===== config.mk =====
export PLATFORM = sky130hd
export DESIGN_NAME = cp0_exc
export DESIGN_NICKNAME = d
export VERILOG_FILES = /design/src/rtl/cp0_exc_pkg.sv /design/src/rtl/cp0_timer.sv /design/src/rtl/cp0_exc.sv
export SDC_FILE = /design/constraint.sdc
export NUM_CORES = 1
export LEC_CHECK = 0
export ABC_AREA = 1
export BUFFER_PORTS_ARGS = -buffer_cell sky130_fd_sc_hd__buf_2
export CAP_MARGIN = 20
export CORE_MARGIN = 3
export CORE_UTILIZATION = 55
export DETAILED_ROUTE_END_ITERATION = 10
export GPL_TIMING_DRIVEN = 0
export PLACE_DENSITY = 0.8
export SETUP_SLACK_MARGIN = 0.3
export SLEW_MARGIN = 0
export SYNTH_ARGS = -nofsm -noshare
export SYNTH_HDL_FRONTEND = slang
export SYNTH_SLANG_ARGS = --single-unit

===== constraint.sdc =====
create_clock -name clk -period 5 [get_ports clk]
set_input_delay 0 -clock clk [delete_from_list [all_inputs] [get_ports clk]]
set_output_delay 0 -clock clk [all_outputs]
set_load 0.02 [all_outputs]

===== src/rtl/cp0_exc_pkg.sv =====
// CP0 shared definitions: register numbers, ExcCodes, field positions, vector.
package cp0_defs;

  localparam int unsigned XLEN     = 32;
  localparam int unsigned REGW     = 5;
  localparam int unsigned IPW      = 8;
  localparam int unsigned HWINTW   = 6;

  // Exception vector, shared with the PC generator
  localparam logic [XLEN-1:0] EXC_ADDR = 32'hbfc0_0380;

  // CP0 register numbers (sel 0)
  localparam logic [REGW-1:0] CP0_BADVADDR = 5'd8;
  localparam logic [REGW-1:0] CP0_COUNT    = 5'd9;
  localparam logic [REGW-1:0] CP0_COMPARE  = 5'd11;
  localparam logic [REGW-1:0] CP0_STATUS   = 5'd12;
  localparam logic [REGW-1:0] CP0_CAUSE    = 5'd13;
  localparam logic [REGW-1:0] CP0_EPC      = 5'd14;

  // ExcCode values
  localparam logic [4:0] EXC_INT  = 5'h00;
  localparam logic [4:0] EXC_ADEL = 5'h04;
  localparam logic [4:0] EXC_ADES = 5'h05;
  localparam logic [4:0] EXC_SYS  = 5'h08;
  localparam logic [4:0] EXC_BP   = 5'h09;
  localparam logic [4:0] EXC_RI   = 5'h0a;
  localparam logic [4:0] EXC_OV   = 5'h0c;

  // Status bit positions
  localparam int unsigned ST_IE    = 0;
  localparam int unsigned ST_EXL   = 1;
  localparam int unsigned ST_IM_LO = 8;
  localparam int unsigned ST_IM_HI = 15;
  localparam int unsigned ST_BEV   = 22;

  // Cause bit positions
  localparam int unsigned CA_EXC_LO = 2;
  localparam int unsigned CA_EXC_HI = 6;
  localparam int unsigned CA_IP_LO  = 8;
  localparam int unsigned CA_IP_HI  = 15;
  localparam int unsigned CA_TI     = 30;
  localparam int unsigned CA_BD     = 31;

  // Implemented Status bits: BEV, IM, EXL, IE
  localparam logic [XLEN-1:0] STATUS_WMASK = 32'h0040_ff03;

  // Cause register image as seen by mfc0
  typedef struct packed {
    logic           bd;
    logic           ti;
    logic [13:0]    zero_hi;
    logic [IPW-1:0] ip;
    logic           zero_mid;
    logic [4:0]     exc_code;
    logic [1:0]     zero_lo;
  } cause_t;

  // Address-error exceptions are the only ones that latch BadVAddr
  function automatic logic is_addr_exc(input logic [4:0] code);
    return (code == EXC_ADEL) || (code == EXC_ADES);
  endfunction

endpackage


===== src/rtl/cp0_timer.sv =====
// CP0 Count/Compare timer: half-rate Count, Compare match sets TI.
module cp0_timer
  import cp0_defs::*;
(
  input  logic            clk,
  input  logic            reset,
  input  logic            count_we_i,
  input  logic            compare_we_i,
  input  logic [XLEN-1:0] wdata_i,
  output logic [XLEN-1:0] count_o,
  output logic [XLEN-1:0] compare_o,
  output logic            ti_o
);

  logic            tick_q,    tick_d;
  logic [XLEN-1:0] count_q,   count_d;
  logic [XLEN-1:0] compare_q, compare_d;
  logic            ti_q,      ti_d;

  // Next-state: a Count write overrides the tick; a Compare write clears TI
  always_comb begin
    tick_d    = ~tick_q;
    count_d   = count_q;
    compare_d = compare_q;
    ti_d      = ti_q;
    if (count_we_i) begin
      count_d = wdata_i;
    end else if (tick_q) begin
      count_d = count_q + 32'd1;
    end
    if (compare_we_i) begin
      compare_d = wdata_i;
      ti_d      = 1'b0;
    end else if (count_q == compare_q) begin
      ti_d      = 1'b1;
    end
  end

  // Timer state registers
  always_ff @(posedge clk or posedge reset) begin
    if (reset) begin
      tick_q    <= 1'b0;
      count_q   <= '0;
      compare_q <= '0;
      ti_q      <= 1'b0;
    end else begin
      tick_q    <= tick_d;
      count_q   <= count_d;
      compare_q <= compare_d;
      ti_q      <= ti_d;
    end
  end

  assign count_o   = count_q;
  assign compare_o = compare_q;
  assign ti_o      = ti_q;

endmodule


===== src/rtl/cp0_exc.sv =====
// CP0 register file and commit-stage exception controller.
module cp0_exc
  import cp0_defs::*;
#(
  parameter logic [31:0] RST_STATUS = 32'h0040_0000
) (
  input  logic              clk,
  input  logic              reset,
  input  logic              exc_valid,
  input  logic [4:0]        exc_code,
  input  logic [XLEN-1:0]   exc_pc,
  input  logic              exc_in_ds,
  input  logic [XLEN-1:0]   exc_badvaddr,
  input  logic              eret_in,
  input  logic              mtc0_we,
  input  logic [REGW-1:0]   cp0_waddr,
  input  logic [XLEN-1:0]   cp0_wdata,
  input  logic [REGW-1:0]   cp0_raddr,
  output logic [XLEN-1:0]   cp0_rdata,
  input  logic [HWINTW-1:0] hw_int,
  output logic              int_req,
  output logic              exc_oc,
  output logic              eret,
  output logic [XLEN-1:0]   epc
);

  logic [XLEN-1:0]   status_q,   status_d;
  logic [XLEN-1:0]   epc_q,      epc_d;
  logic [XLEN-1:0]   badvaddr_q, badvaddr_d;
  logic              bd_q,       bd_d;
  logic [4:0]        exccode_q,  exccode_d;
  logic [HWINTW-1:0] ip_hw_q,    ip_hw_d;
  logic [1:0]        ip_sw_q,    ip_sw_d;

  logic              mtc0_go;
  logic              count_we;
  logic              compare_we;
  logic [XLEN-1:0]   count;
  logic [XLEN-1:0]   compare;
  logic              ti;
  logic [IPW-1:0]    ip_all;
  cause_t            cause_c;

  // mtc0 only commits when neither an exception nor eret claims the cycle
  assign mtc0_go    = mtc0_we & ~exc_valid & ~eret_in;
  assign count_we   = mtc0_go & (cp0_waddr == CP0_COUNT);
  assign compare_we = mtc0_go & (cp0_waddr == CP0_COMPARE);

  cp0_timer u_timer (
    .clk          (clk),
    .reset        (reset),
    .count_we_i   (count_we),
    .compare_we_i (compare_we),
    .wdata_i      (cp0_wdata),
    .count_o      (count),
    .compare_o    (compare),
    .ti_o         (ti)
  );

  // Next-state: exception > eret > mtc0; IP[15:10] resampled every cycle
  always_comb begin
    status_d   = status_q;
    epc_d      = epc_q;
    badvaddr_d = badvaddr_q;
    bd_d       = bd_q;
    exccode_d  = exccode_q;
    ip_sw_d    = ip_sw_q;
    ip_hw_d    = {hw_int[5] | ti, hw_int[4:0]};
    if (exc_valid) begin
      // A nested exception keeps the original EPC/BD
      if (!status_q[ST_EXL]) begin
        epc_d = exc_in_ds ? (exc_pc - 32'd4) : exc_pc;
        bd_d  = exc_in_ds;
      end
      status_d[ST_EXL] = 1'b1;
      exccode_d        = exc_code;
      if (is_addr_exc(exc_code)) begin
        badvaddr_d = exc_badvaddr;
      end
    end else if (eret_in) begin
      status_d[ST_EXL] = 1'b0;
    end else if (mtc0_we) begin
      case (cp0_waddr)
        CP0_STATUS: status_d = cp0_wdata & STATUS_WMASK;
        CP0_CAUSE:  ip_sw_d  = cp0_wdata[CA_IP_LO+1:CA_IP_LO];
        CP0_EPC:    epc_d    = cp0_wdata;
        default:    ;
      endcase
    end
  end

  // CP0 state registers
  always_ff @(posedge clk or posedge reset) begin
    if (reset) begin
      status_q   <= RST_STATUS & STATUS_WMASK;
      epc_q      <= '0;
      badvaddr_q <= '0;
      bd_q       <= 1'b0;
      exccode_q  <= '0;
      ip_hw_q    <= '0;
      ip_sw_q    <= '0;
    end else begin
      status_q   <= status_d;
      epc_q      <= epc_d;
      badvaddr_q <= badvaddr_d;
      bd_q       <= bd_d;
      exccode_q  <= exccode_d;
      ip_hw_q    <= ip_hw_d;
      ip_sw_q    <= ip_sw_d;
    end
  end

  assign ip_all = {ip_hw_q, ip_sw_q};

  // Assemble the architectural Cause image
  always_comb begin
    cause_c          = '0;
    cause_c.bd       = bd_q;
    cause_c.ti       = ti;
    cause_c.ip       = ip_all;
    cause_c.exc_code = exccode_q;
  end

  // mfc0 read mux; unimplemented registers read zero
  always_comb begin
    cp0_rdata = '0;
    case (cp0_raddr)
      CP0_BADVADDR: cp0_rdata = badvaddr_q;
      CP0_COUNT:    cp0_rdata = count;
      CP0_COMPARE:  cp0_rdata = compare;
      CP0_STATUS:   cp0_rdata = status_q;
      CP0_CAUSE:    cp0_rdata = cause_c;
      CP0_EPC:      cp0_rdata = epc_q;
      default:      cp0_rdata = '0;
    endcase
  end

  assign int_req = status_q[ST_IE] & ~status_q[ST_EXL]
                 & (|(ip_all & status_q[ST_IM_HI:ST_IM_LO]));
  assign exc_oc  = exc_valid;
  assign eret    = eret_in & ~exc_valid;
  assign epc     = epc_q;

endmodule


==> run summary <==
The flow ran to the end, and the final reports show no timing, DRC or antenna violations. The initial utilization of the core area, before any placement, comes to 57.0%. The ratio of cells with drive above 1 in the final layout is 17.4%. The proportion of power drawn by the clock network came out at 33.3%. The setup check on the worst reg-to-reg path leaves a slack of 2850 ps.

The transition time at the pin with the least slew margin came out at 772 ps. During synthesis, Yosys emitted a total of 0 warnings. Combinational logic is responsible for 24.6% of the overall power.

TritonCTS built the clock tree. The cell count after synthesis came out at 1360. No sink is reached through more buffers than the 2 on the longest clock path.

The synthesized net count came out at 1485. The data arrival at the endpoint of the critical path came out at 2470 ps. STA classifies the critical path endpoint as a flip-flop. The leakage power total is 6.23 nW.

The detailed-routed wire length on met2 is 17200 µm. The area added between synthesis and finish is 29.4%. The relative slew slack came out at 48.0%.

The number of violations reported at the end of detailed-routing iteration 0 is 1183. The finished layout cell area came out at 12500 µm². The initial antenna violation count came out at 1. Row generation in the floorplan step produced 47 rows.

The first global-routing pass estimated 57200 µm of wire. The post-synthesis area per instance is 7.07 µm². The start of the worst register-to-register path is status_q[1]. The number of DRC violations after detailed routing came out at 0.

After synthesis, the share of flip-flops with an asynchronous set or reset is 100%. The share of cell area taken by muxes after synthesis is 0.117%. The pin count of the biggest net entering global routing came out at 92. In the routed layout, each cell is associated on average with a via count of 5.71. The path class of the tightest hold or removal check is input port to flip-flop. The final critical delay including setup and external delays is 2150 ps. The H-tree depth is 4. The number of different library cells used by synthesis comes to 47. Synthesis inferred 155 register bits. The width of the die is 138 µm. During placement, the flow inserted port buffers numbering 189. The capture point of the worst reg-to-reg path is epc[0]. The final count of pins violating max slew came out at 0.

After synthesis the cells add up to 9620 µm². Summing all placed instances gives a cell area of 10900 µm². For this run, the total global-route usage over all layers was measured as 38.0%. Power spread over the standard cell area amounts to 308 nW/µm². The wire length reported by the detailed router is 37000 µm. The clock drives 155 sinks. The parity-gate share of the synthesized area counting xor and xnor cells came out at 4.46%. For this run the aggregate overflow at the end of global routing stands at 0. The highest layer touched by signal routing is met5. For the final database, setup skew stands at 7.79 ps. The detailed route wirelength on metal3 is 4270 µm. The sequential-to-total area share from yosys stat came out at 40.3%. Setup repair after global routing left no endpoint under its margin. The layout net count came out at 1794.

Data on the critical path is required at its endpoint by 5320 ps. The worst setup path is of the flip-flop to flip-flop kind. In the synthesized netlist the dominant register cell turns out to be sky130_fd_sc_hd__dfrtp_1. The dominant combinational cell family by area after synthesis is simple AND/OR/NAND/NOR gates. The number of diodes came out at 0. The met1 wire length came out at 13800 µm.

The first-pass iteration count of the detailed router came out at 6. The part of the total power dissipated in sequential elements came out at 42.1%. The clock slew at the register clock pins of the worst setup and hold paths is 70 ps. The cell depth of the worst min-delay path came out at 5. The detail route stage leaves a number of antenna-violating nets equal to 0. The worst hold path terminates at epc[17].

The analysis attributes to net switching a power of 1.32 mW. The worst vdd rail ir drop is 0.263 mV. The via count of the first global-routing pass is 10500. The die is 138 µm tall. The die outline area is 19100 µm². The HPWL reported at the end of detailed placement came out at 28200 µm. The source-to-sink clock delay at the later pin of the worst-skew pair is 430 ps. The hold violation count in the final report is 0. The synthesized netlist devotes 16.8% of its cell area to compound gates. The number of clock buffers added by TritonCTS is 17. The share of synthesized cell area in full adder, half adder and majority cells came out at 0.260%. In this run, synthesis inferred 0 flip-flops with an integrated enable. In the finished design, the share of the clock period the worst path needs comes to 43.0%. The worst hold path begins at exc_pc[17]. The total via count in the routed design came out at 10900.

The number of I/O pins came out at 190. The clock root buffer master is sky130_fd_sc_hd__clkbuf_16. The depth of the worst register-to-register path came out at 6.

The total of endpoints with negative setup slack in the final report is 0. STA classifies the critical path startpoint as a flip-flop. The peak fanout along the critical path is 10.

The tool flagged a number of max-cap violations equal to 0. The placer's final routability congestion estimate came out at 1.05. The switching portion of total power is 34.5%. The maximum clock frequency is 465 MHz. The total design power is 3.84 mW. The simple-gate portion of the synthesized area is 27.2%. The core outline area is 16900 µm². The cell internal power dissipation came out at 2.51 mW.

The mean routed wirelength per cell is 19.4 µm.
## stage by stage
| step | TNS [ps] | util [%] | cells | hold slack [ps] | setup WS [ps] |
|---|---|---|---|---|---|
| final | 0 | 73.8 | 1902 | 14.7 | 2850 |
| after global routing | 0 | 73.8 | 1902 | 45.7 | 2770 |
| after CTS | 0 | 73.8 | 1902 | 1.38 | 2930 |
| after detailed placement | 0 | 64.4 | 1770 | 109 | 3050 |
| after global placement | -141620 | 64.2 | 1769 | 108 | -935 |
| after floorplan | 0 | - | 1360 | 31.4 | 824 |
## power by group through the flow
stage / clock, mW / sequential [mW] / combinational, mW
final: 1.28 / 1.61 / 0.945
after detailed placement: 0 / 1.63 / 0.857
after global placement: 0 / 1.62 / 0.826
after CTS: 1.28 / 1.60 / 0.925
after global routing: 1.34 / 1.63 / 1.04
after floorplan: 0 / 1.63 / 0.521
## worst max-delay path, stage by stage (launching register included)
cell and delay (ps):
sky130_fd_sc_hd__dfrtp_1 410, sky130_fd_sc_hd__inv_1 110, sky130_fd_sc_hd__nand2_1 140, sky130_fd_sc_hd__nand2_2 310, sky130_fd_sc_hd__clkbuf_1 370, sky130_fd_sc_hd__a31oi_1 120
sky130_fd_sc_hd__dlygate4sd3_1 570
## worst max-delay path by stage
stage,startpoint,slack [ps],depth (start not counted),end
after floorplan,reset,820,1,badvaddr_q[0]
final,status_q[1],2850,6,epc[0]
after global placement,reset,-940,2,epc[16]
after global routing,exc_pc[14],2770,10,epc[21]
after CTS,status_q[1],2930,6,epc[0]
after detailed placement,u_timer.count_o[1],3050,7,u_timer.count_o[18]
## layer usage
metal | GRT usage, % | up-vias
li1 | - | 5010
met1 | 49.8 | 4994
met2 | 61.0 | 722
met3 | 8.36 | 132
met4 | 16.7 | 2
met5 | 0 | -
## cells by family (layout without fill, tap and decap cells)
family,count (synthesis),count (layout)
simple gates,632,632
compound gates,264,264
buf+inv,257,579
flops,155,155
xor+xnor,49,49
fa+ha+maj,2,2
mux,1,1
## cell type report
class	instances	area, µm²
fillers	1377	4430
multi-input cells	948	4690
well taps	220	275
flip-flops and latches	155	3880
repair buffers	290	1970
clock inverters	13	134
inverters	208	786
clock buffers	19	443
plain buffers	49	264
## sequential cells by signal (all words and copies together), names as in the netlist, 2 cells and up
register	flops
badvaddr_q	32
epc	32
u_timer.compare_o	32
u_timer.count_o	32
status_q	11
ip_hw_q	6
exccode_q	5
ip_sw_q	2
## cell usage after synthesis (2+ instances only)
cell | instances | area (µm²)
sky130_fd_sc_hd__inv_1 | 201 | 754
sky130_fd_sc_hd__o211ai_1 | 16 | 120
sky130_fd_sc_hd__o221ai_1 | 17 | 149
sky130_fd_sc_hd__nand3_2 | 2 | 20.0
sky130_fd_sc_hd__nand2_2 | 4 | 25.0
sky130_fd_sc_hd__clkbuf_1 | 21 | 78.8
sky130_fd_sc_hd__a21oi_1 | 53 | 265
sky130_fd_sc_hd__ha_1 | 2 | 25.0
sky130_fd_sc_hd__o21bai_1 | 2 | 15.0
sky130_fd_sc_hd__o21ai_1 | 16 | 80.1
sky130_fd_sc_hd__inv_2 | 6 | 22.5
sky130_fd_sc_hd__xor2_1 | 18 | 158
sky130_fd_sc_hd__nand4_1 | 16 | 100
sky130_fd_sc_hd__nor2_1 | 144 | 541
sky130_fd_sc_hd__buf_1 | 2 | 7.51
sky130_fd_sc_hd__a22oi_1 | 26 | 195
sky130_fd_sc_hd__nor2_2 | 3 | 18.8
sky130_fd_sc_hd__nor3_1 | 6 | 30.0
sky130_fd_sc_hd__dfrtp_1 | 154 | 3850
sky130_fd_sc_hd__o22ai_1 | 23 | 144
sky130_fd_sc_hd__a21oi_2 | 20 | 175
sky130_fd_sc_hd__nand3_1 | 84 | 420
sky130_fd_sc_hd__nand2_1 | 362 | 1360
sky130_fd_sc_hd__a31oi_1 | 2 | 12.5
sky130_fd_sc_hd__xnor2_1 | 31 | 272
sky130_fd_sc_hd__o21ai_0 | 86 | 430
sky130_fd_sc_hd__buf_4 | 4 | 30.0
sky130_fd_sc_hd__buf_2 | 14 | 70.1
sky130_fd_sc_hd__clkbuf_2 | 2 | 10.0
sky130_fd_sc_hd__buf_6 | 6 | 67.6
## layout by cell type (no fill, tap or decap), drive strengths merged, types with 6 or more instances in the layout
master and count:
nand2 367, buf 216, inv 212, dfrtp 154, nor2 148, o21ai 103, dlygate4sd3 100, nand3 87
a21oi 73, clkbuf 42, xnor2 31, a22oi 26, o22ai 23, xor2 18, o221ai 17, nand4 16
o211ai 16, nor3 7, clkinv 6
## what timing repair did
action,CTS,global route
buffers inserted,0,0
hold buffers,100,0
gates resized for setup,0,0
endpoints found under the hold margin,195,0
Power figures use the tool's default switching activity.
